===== config.mk =====
export PLATFORM = sky130hd
export DESIGN_NAME = exmem_pipe
export DESIGN_NICKNAME = d
export VERILOG_FILES = /design/src/rtl/exmem_pkg.sv /design/src/rtl/exmem_stage.sv /design/src/rtl/exmem_pipe.sv
export SDC_FILE = /design/constraint.sdc
export NUM_CORES = 1
export LEC_CHECK = 0
export ABC_AREA = 1
export BUFFER_PORTS_ARGS = -buffer_cell sky130_fd_sc_hd__buf_2
export CAP_MARGIN = 20
export CORE_AREA = 2 2 184 186
export DETAILED_ROUTE_END_ITERATION = 6
export DIE_AREA = 0 0 186 188
export PLACE_DENSITY = 0.67
export SYNTH_ARGS = -nofsm -noshare
export SYNTH_HDL_FRONTEND = slang
export SYNTH_SLANG_ARGS = --single-unit

===== constraint.sdc =====
create_clock -name clk -period 2 [get_ports clk]
set_clock_uncertainty 0.1 [all_clocks]
set_input_delay 0.4 -clock clk [delete_from_list [all_inputs] [get_ports clk]]
set_output_delay 0.4 -clock clk [all_outputs]
set_load 0.02 [all_outputs]

===== src/rtl/exmem_pkg.sv =====
// Shared types for the EX/MEM pipeline register: control bundle, default-width
// entry layout and the all-zero bubble.
package exmem_pkg;

   localparam int EXMEM_XLEN    = 64;
   localparam int EXMEM_RADDR_W = 5;

   typedef struct packed {
      logic memto_reg;
      logic reg_write;
      logic branch;
      logic mem_read;
      logic mem_write;
   } exmem_ctrl_t;

   // Reference layout at the core's native widths; the top rebuilds the same
   // field order from its own parameters.
   typedef struct packed {
      logic                     valid;
      exmem_ctrl_t              ctrl;
      logic                     zero;
      logic [EXMEM_RADDR_W-1:0] rd;
      logic [EXMEM_XLEN-1:0]    adder;
      logic [EXMEM_XLEN-1:0]    alu_result;
      logic [EXMEM_XLEN-1:0]    read_data2;
   } exmem_entry_t;

   localparam exmem_entry_t EXMEM_BUBBLE = '0;

endpackage


===== src/rtl/exmem_stage.sv =====
// One EX/MEM register stage: holds on hold, loads zero on kill, else loads d.
module exmem_stage
   import exmem_pkg::*;
#(
   parameter int W = $bits(exmem_entry_t)
) (
   input  logic         clk,
   input  logic         reset,
   input  logic         hold,
   input  logic         kill,
   input  logic [W-1:0] d,
   output logic [W-1:0] q
);

   logic [W-1:0] q_d;
   logic [W-1:0] q_q;

   always_comb begin
      q_d = q_q;
      if (!hold) begin
         q_d = kill ? '0 : d;
      end
   end

   // NOTE: state updates use <= so every stage samples its neighbour's old value.
   always_ff @(posedge clk) begin
      if (reset) begin
         q_q <= '0;
      end else begin
         q_q <= q_d;
      end
   end

   assign q = q_q;

endmodule


===== src/rtl/exmem_pipe.sv =====
// Parametrised EX/MEM pipeline register: DEPTH stages with valid, stall, flush,
// registered branch decision and saturating stall/flush counters.
module exmem_pipe
   import exmem_pkg::*;
#(
   parameter int XLEN    = 64,
   parameter int RADDR_W = 5,
   parameter int DEPTH   = 1,
   parameter int COUNT_W = 32
) (
   input  logic               clk,
   input  logic               reset,
   input  logic               stall,
   input  logic               flush,
   input  logic               valid_in,
   input  logic [XLEN-1:0]    adder_in,
   input  logic               zero_in,
   input  logic [XLEN-1:0]    alu_result_in,
   input  logic [XLEN-1:0]    read_data2_in,
   input  logic [RADDR_W-1:0] rd_in,
   input  logic               memto_reg_in,
   input  logic               reg_write_in,
   input  logic               branch_in,
   input  logic               mem_read_in,
   input  logic               mem_write_in,
   output logic [XLEN-1:0]    adder_out,
   output logic [XLEN-1:0]    alu_result_out,
   output logic [XLEN-1:0]    read_data2_out,
   output logic               zero_out,
   output logic [RADDR_W-1:0] rd_out,
   output logic               memto_reg_out,
   output logic               reg_write_out,
   output logic               branch_out,
   output logic               mem_read_out,
   output logic               mem_write_out,
   output logic               valid_out,
   output logic               pc_src,
   output logic [COUNT_W-1:0] stall_count,
   output logic [COUNT_W-1:0] flush_count
);

   typedef struct packed {
      logic               valid;
      exmem_ctrl_t        ctrl;
      logic               zero;
      logic [RADDR_W-1:0] rd;
      logic [XLEN-1:0]    adder;
      logic [XLEN-1:0]    alu_result;
      logic [XLEN-1:0]    read_data2;
   } entry_t;

   localparam int ENTRY_W = $bits(entry_t);

   entry_t chain [DEPTH+1];
   logic   kill0;

   always_comb begin
      chain[0].valid          = valid_in;
      chain[0].ctrl.memto_reg = memto_reg_in;
      chain[0].ctrl.reg_write = reg_write_in;
      chain[0].ctrl.branch    = branch_in;
      chain[0].ctrl.mem_read  = mem_read_in;
      chain[0].ctrl.mem_write = mem_write_in;
      chain[0].zero           = zero_in;
      chain[0].rd             = rd_in;
      chain[0].adder          = adder_in;
      chain[0].alu_result     = alu_result_in;
      chain[0].read_data2     = read_data2_in;
   end

   // Later stages never need a kill: an invalid upstream entry is already all-zero.
   assign kill0 = flush | ~valid_in;

   for (genvar g = 0; g < DEPTH; g++) begin : g_stage
      exmem_stage #(.W(ENTRY_W)) u_stage (
         .clk   (clk),
         .reset (reset),
         .hold  (stall),
         .kill  ((g == 0) ? kill0 : 1'b0),
         .d     (chain[g]),
         .q     (chain[g+1])
      );
   end

   assign valid_out      = chain[DEPTH].valid;
   assign memto_reg_out  = chain[DEPTH].ctrl.memto_reg;
   assign reg_write_out  = chain[DEPTH].ctrl.reg_write;
   assign branch_out     = chain[DEPTH].ctrl.branch;
   assign mem_read_out   = chain[DEPTH].ctrl.mem_read;
   assign mem_write_out  = chain[DEPTH].ctrl.mem_write;
   assign zero_out       = chain[DEPTH].zero;
   assign rd_out         = chain[DEPTH].rd;
   assign adder_out      = chain[DEPTH].adder;
   assign alu_result_out = chain[DEPTH].alu_result;
   assign read_data2_out = chain[DEPTH].read_data2;
   assign pc_src         = branch_out & zero_out & valid_out;

   logic [COUNT_W-1:0] stall_count_d, stall_count_q;
   logic [COUNT_W-1:0] flush_count_d, flush_count_q;

   always_comb begin
      stall_count_d = stall_count_q;
      flush_count_d = flush_count_q;
      if (stall && (stall_count_q != '1)) begin
         stall_count_d = stall_count_q + COUNT_W'(1);
      end
      if (flush && !stall && (flush_count_q != '1)) begin
         flush_count_d = flush_count_q + COUNT_W'(1);
      end
   end

   // NOTE: only control/counter state is reset here; no storage arrays are involved.
   always_ff @(posedge clk) begin
      if (reset) begin
         stall_count_q <= '0;
         flush_count_q <= '0;
      end else begin
         stall_count_q <= stall_count_d;
         flush_count_q <= flush_count_d;
      end
   end

   assign stall_count = stall_count_q;
   assign flush_count = flush_count_q;

endmodule

# Word level (Yosys, flattened, before mapping)
# Cells that the tools add are included.
dict set report totals {
  register_bits 268
  inputBits 208
  wordCells 16
}
dict set report classes {
  add_sub_neg 2
  n_eq_ne 2
  mux 1
  n_bitwise 4
  reduce_logical 4
}
# operator n
set op_table {}
lappend op_table {{$mux W204} 1}
lappend op_table {{$add A32 B1 Y32 const B} 2}
lappend op_table {{$ne A32 B32 Y1 const B} 2}
lappend op_table {{$logic_and A1 B1 Y1} 3}
lappend op_table {{$and A1 B1 Y1} 2}
lappend op_table {{$logic_not A1 Y1} 1}
lappend op_table {{$not A1 Y1} 1}
lappend op_table {{$or A1 B1 Y1} 1}

# Depth between registers and ports, before layout
dict set report depth {
  word_depth 3
  mapped_depth 11
  mapped_depth_nobuf 10
}

# Hierarchy
# Synthesis repeated with hierarchy kept, for this count alone.
dict set report hier_totals {
  hier_cells 1521
  area_unflattened_um2 10954.3
}
# module instances cells_per_inst area_each_um2 seq_area_each_um2
set modules_own_cells {}
lappend modules_own_cells {exmem_stage 1 885 7043.0 4083.9}
lappend modules_own_cells {exmem_pipe 1 636 3911.3 1281.2}

# Worst setup path before layout
# Ideal clock, no wire load.
dict set report synth_timing {
  path_type {register -> register}
  startpoint {register flush_count_q[1] (netlist: flush_count[1])}
  endpoint {register flush_count_q[26] (netlist: flush_count[26])}
  arrival_ps 1630
  t_required_ps 1785
  slack_ps 155
  path_stages_with_launch 10
  synth_period_minus_slack_ps 1845
  path_cell_list {dfxtp_1 -> ha_1 -> nand2_1 -> nor2_1 -> nand2_2 -> nor2_8 -> nand3_4 -> buf_4 -> a21oi_1 -> nor2_1}
}
dict set report synth_between {
  elab_chain_len 2
  elab_cells_between_ends 3
  cone_classes {add/sub: 1; eq/ne: 1; reduce/logical: 1}
}
# item line_no
set synth_lines {}
lappend synth_lines {{start, declared} exmem_pipe.sv:99} ;# logic [COUNT_W-1:0] flush_count_d, flush_count_q;
lappend synth_lines {{start signal, assigned} exmem_pipe.sv:119} ;# flush_count_q <= flush_count_d;
lappend synth_lines {{branches (longest 2 deep; another with $add A32 B1 Y32)} --}
# Several ways; the timed one is not identified.
# A chain may end at the register's enable or synchronous reset.

# Worst setup path after layout
dict set report layout_timing {
  startpoint {register stall_count_q[0] (netlist: stall_count[0])}
  endpoint {register stall_count_q[16] (netlist: stall_count[16])}
}
dict set report layout_between {
  elab_chain_len 2
  elab_cells_between_ends 3
  cone_classes {add/sub: 1; eq/ne: 1; reduce/logical: 1}
}
# item line_no
set layout_lines {}
lappend layout_lines {{start, declared} exmem_pipe.sv:98} ;# logic [COUNT_W-1:0] stall_count_d, stall_count_q;
lappend layout_lines {{start signal, assigned} exmem_pipe.sv:118} ;# stall_count_q <= stall_count_d;
lappend layout_lines {{branches (longest 2 deep; another with $add A32 B1 Y32)} --}
# Several ways; the timed one is not identified.

==> run metrics <==
CP startpoint=stall_count[0]$_SDFFE_PP0P_; Synth cell types=28; Peak Freq=540 MHz; multi-input logic area=0.00540 mm^2; DR vias=13000; net count after synthesis=1792; top cells by area, synth=dfxtp_1 (46%), nand2_1 (12%), nand4_1 (12%); All-Layer GR Usage=21.8%; final setup violation count=0; fraction of layout cells with a size suffix above 1=29.2%; most common cell in the netlist=nand2_1; area grow syn2layout=37.1%; CTS tree=built; Commonest cells post-synth=nand2_1 (380), dfxtp_1 (268), a21oi_1 (254); Top cell by count, worst path=nand2_1; sequential standard cell area=0.00537 mm^2; Routed Antenna Nets=0; CTS Buf Count=29; Synth Flop Type=dfxtp_1; slowest stage delay, CP=390 ps; nets=2262; worst vdd ir=0.620 mV; Final Hold Fails=0; IO Port Bufs=476; global-route wire length before repair=62800 um; post-synth top area cell=dfxtp_1; Root Driver=clkbuf_16; status=finished, final reports clean; PwrDens=753 mW/mm^2; Reg2Reg Setup Slack=150 ps; arrival time worst endpoint=2200 ps; DP Worst Slack=146 ps; routed len/inst=16.0 um; min-delay worst type=in2reg; Non-Filler Instances=2523; synth warn=0; worst r2r path cells=9; final worst-path cycle share=92.5%; CP Capture Type=flop; drt total wl=40500 um; slew margin rel.=41.3%; detail-routed via count per cell=5.15; Req. time, crit path=2350 ps; Clk pin slew, worst setup/hold paths=60 ps; core area=0.0331 mm^2; design area=0.0159 mm^2; Post-route DRC=0; min cycle time layout=1850 ps; Reg-to-Reg Start=stall_count[0]$_SDFFE_PP0P_; crit start category=flop; I/O pin total=477; largest net degree at the start of global routing=153; Worst Tran Pin Value=880 ps; Syn Area/Cell=7.32 um^2; post-synthesis async set-or-reset flop share=0%; Placed Instances=2419; Die H=188 um; Area after DPL=0.0144 mm^2; Critical Path Sink=stall_count[16]$_SDFFE_PP0P_; row cnt=67; placer congestion estimate=0.952; die width=186 um; vias in the first global route=12000; DP Wirelength=27400 um; setup bufs post-CTS=0; critical path cell sequence=ha_1 > nand2_1 > nor2_2 > nand2_1 > nor3_1 > buf_4 > nand3_2 > nand2_1 > nor2_1; fin worst setup slack=150 ps; total grt overflow=0; fin. max-slew vios=0; top cell type's share of synthesized area=46.3%; Post-synth EDFFs=0; Static Leak=0.00688 uW; sequential area share after synthesis=46.3%; CTS Sinks=268; final design utilization=47.9%; # fillers=3295; mapped cell area=0.0116 mm^2; initial antenna violation count=2; FF-to-FF End=stall_count[16]$_SDFFE_PP0P_; Final Hold Slack=20.8 ps; htree depth=1; CP Class=reg2reg; Starting Density=35.0%; Slowest cell on crit path=nor3_1; Cells after Synth=1582; Yosys reg bits=268; worst-path fanout max=4; drt first pass iters=7; Clock Latency Late Sink=550 ps; clock buffer depth=3; Initial DRC Count=883; Die ar.=0.0350 mm^2; # Max-Cap Violations=0
metrics by stage:
| stage | setup TNS (ps) | power, uW |
|---|---|---|
| 2_1_floorplan | 0 | 6200 |
| 3_3_place_gp | 0 | 6680 |
| 3_5_place_dp | 0 | 6690 |
| 4_1_cts | 0 | 12100 |
| 5_1_grt | -219 | 12400 |
| 6_report | 0 | 12000 |
worst max-delay path: cells and delay by family, from the launching register on:
family,cells,cell delay [ps]
and+or+nand+nor,7,950
buffers and inverters,1,190
DFF,1,340
adders and majority gates,1,170
sequential cells by signal, indices dropped and copies added (netlist names):
register and count:
g_stage.u_stage.q 204, flush_count 32, stall_count 32
cells in the final DEF, fill, tap and decap left out, drive strengths merged, types with 2 or more instances in the layout:
cell         count
buf            520
o21ai            3
nand2          388
a21oi          254
nand4          220
dlygate4sd3     50
nand3           70
inv             64
nor3             5
a31oi            2
dfxtp          268
clkbuf          47
clkinv           4
nor2           171
ha               2
area by class of cell:
type                       count  share of cell area [%]
inverter                      64                    1.58
clock buffer                  47                    5.50
sequential                   268                    33.8
tap                          448                    3.53
clock inverter                 6                   0.386
timing repair buffer         570                    21.2
multi-input combinational   1119                    34.0
antenna                        1                  0.0158
worst min path at each step:
stage,from,to,cells after the start
5_1_grt,adder_in[59],g_stage[0].u_stage.q[187]$_SDFFE_PP0N_,3
6_report,read_data2_in[52],g_stage[0].u_stage.q[52]$_SDFFE_PP0N_,3
3_5_place_dp,g_stage[0].u_stage.q[188]$_SDFFE_PP0N_,g_stage[0].u_stage.q[188]$_SDFFE_PP0N_,2
2_1_floorplan,g_stage[0].u_stage.q[203]$_SDFFE_PP0N_,g_stage[0].u_stage.q[203]$_SDFFE_PP0N_,2
4_1_cts,adder_in[40],g_stage[0].u_stage.q[168]$_SDFFE_PP0N_,3
3_3_place_gp,g_stage[0].u_stage.q[46]$_SDFFE_PP0N_,g_stage[0].u_stage.q[46]$_SDFFE_PP0N_,2
power breakdown:
part,internal (uW),switching (uW)
Sequential,5440,53.4
Clock,3100,2200
Combinational,437,725
Total,8980,2980
kinds of logic (layout without fill, tap and decap cells):
group           Yosys count  count (layout)  synth area share (%)
buf+inv                 195             687                  7.06
fa+ha+maj                 2               2                 0.216
compound gates          259             259                  11.2
flops                   268             268                  46.3
xor+xnor                  2               2                 0.151
other cells               0               1                     0
simple gates            856             856                  35.0
repair_timing:
| item | CTS | global route |
|---|---|---|
| gates resized for setup | 0 | 3 |
| hold buffers | 50 | 0 |
| setup endpoints to repair | 0 | 9 |
| hold endpoints to repair | 50 | 0 |
per-layer routing:
layer,track usage [%],share of wire [%],vias to the layer above
met2,36.5,48,533
met3,4.72,7.7,106
met4,8.00,3.3,2
li1,-,-,6338
met5,0,0.032,-
met1,27.3,41,6005
Note: power is estimated with default switching activity, not from simulation.
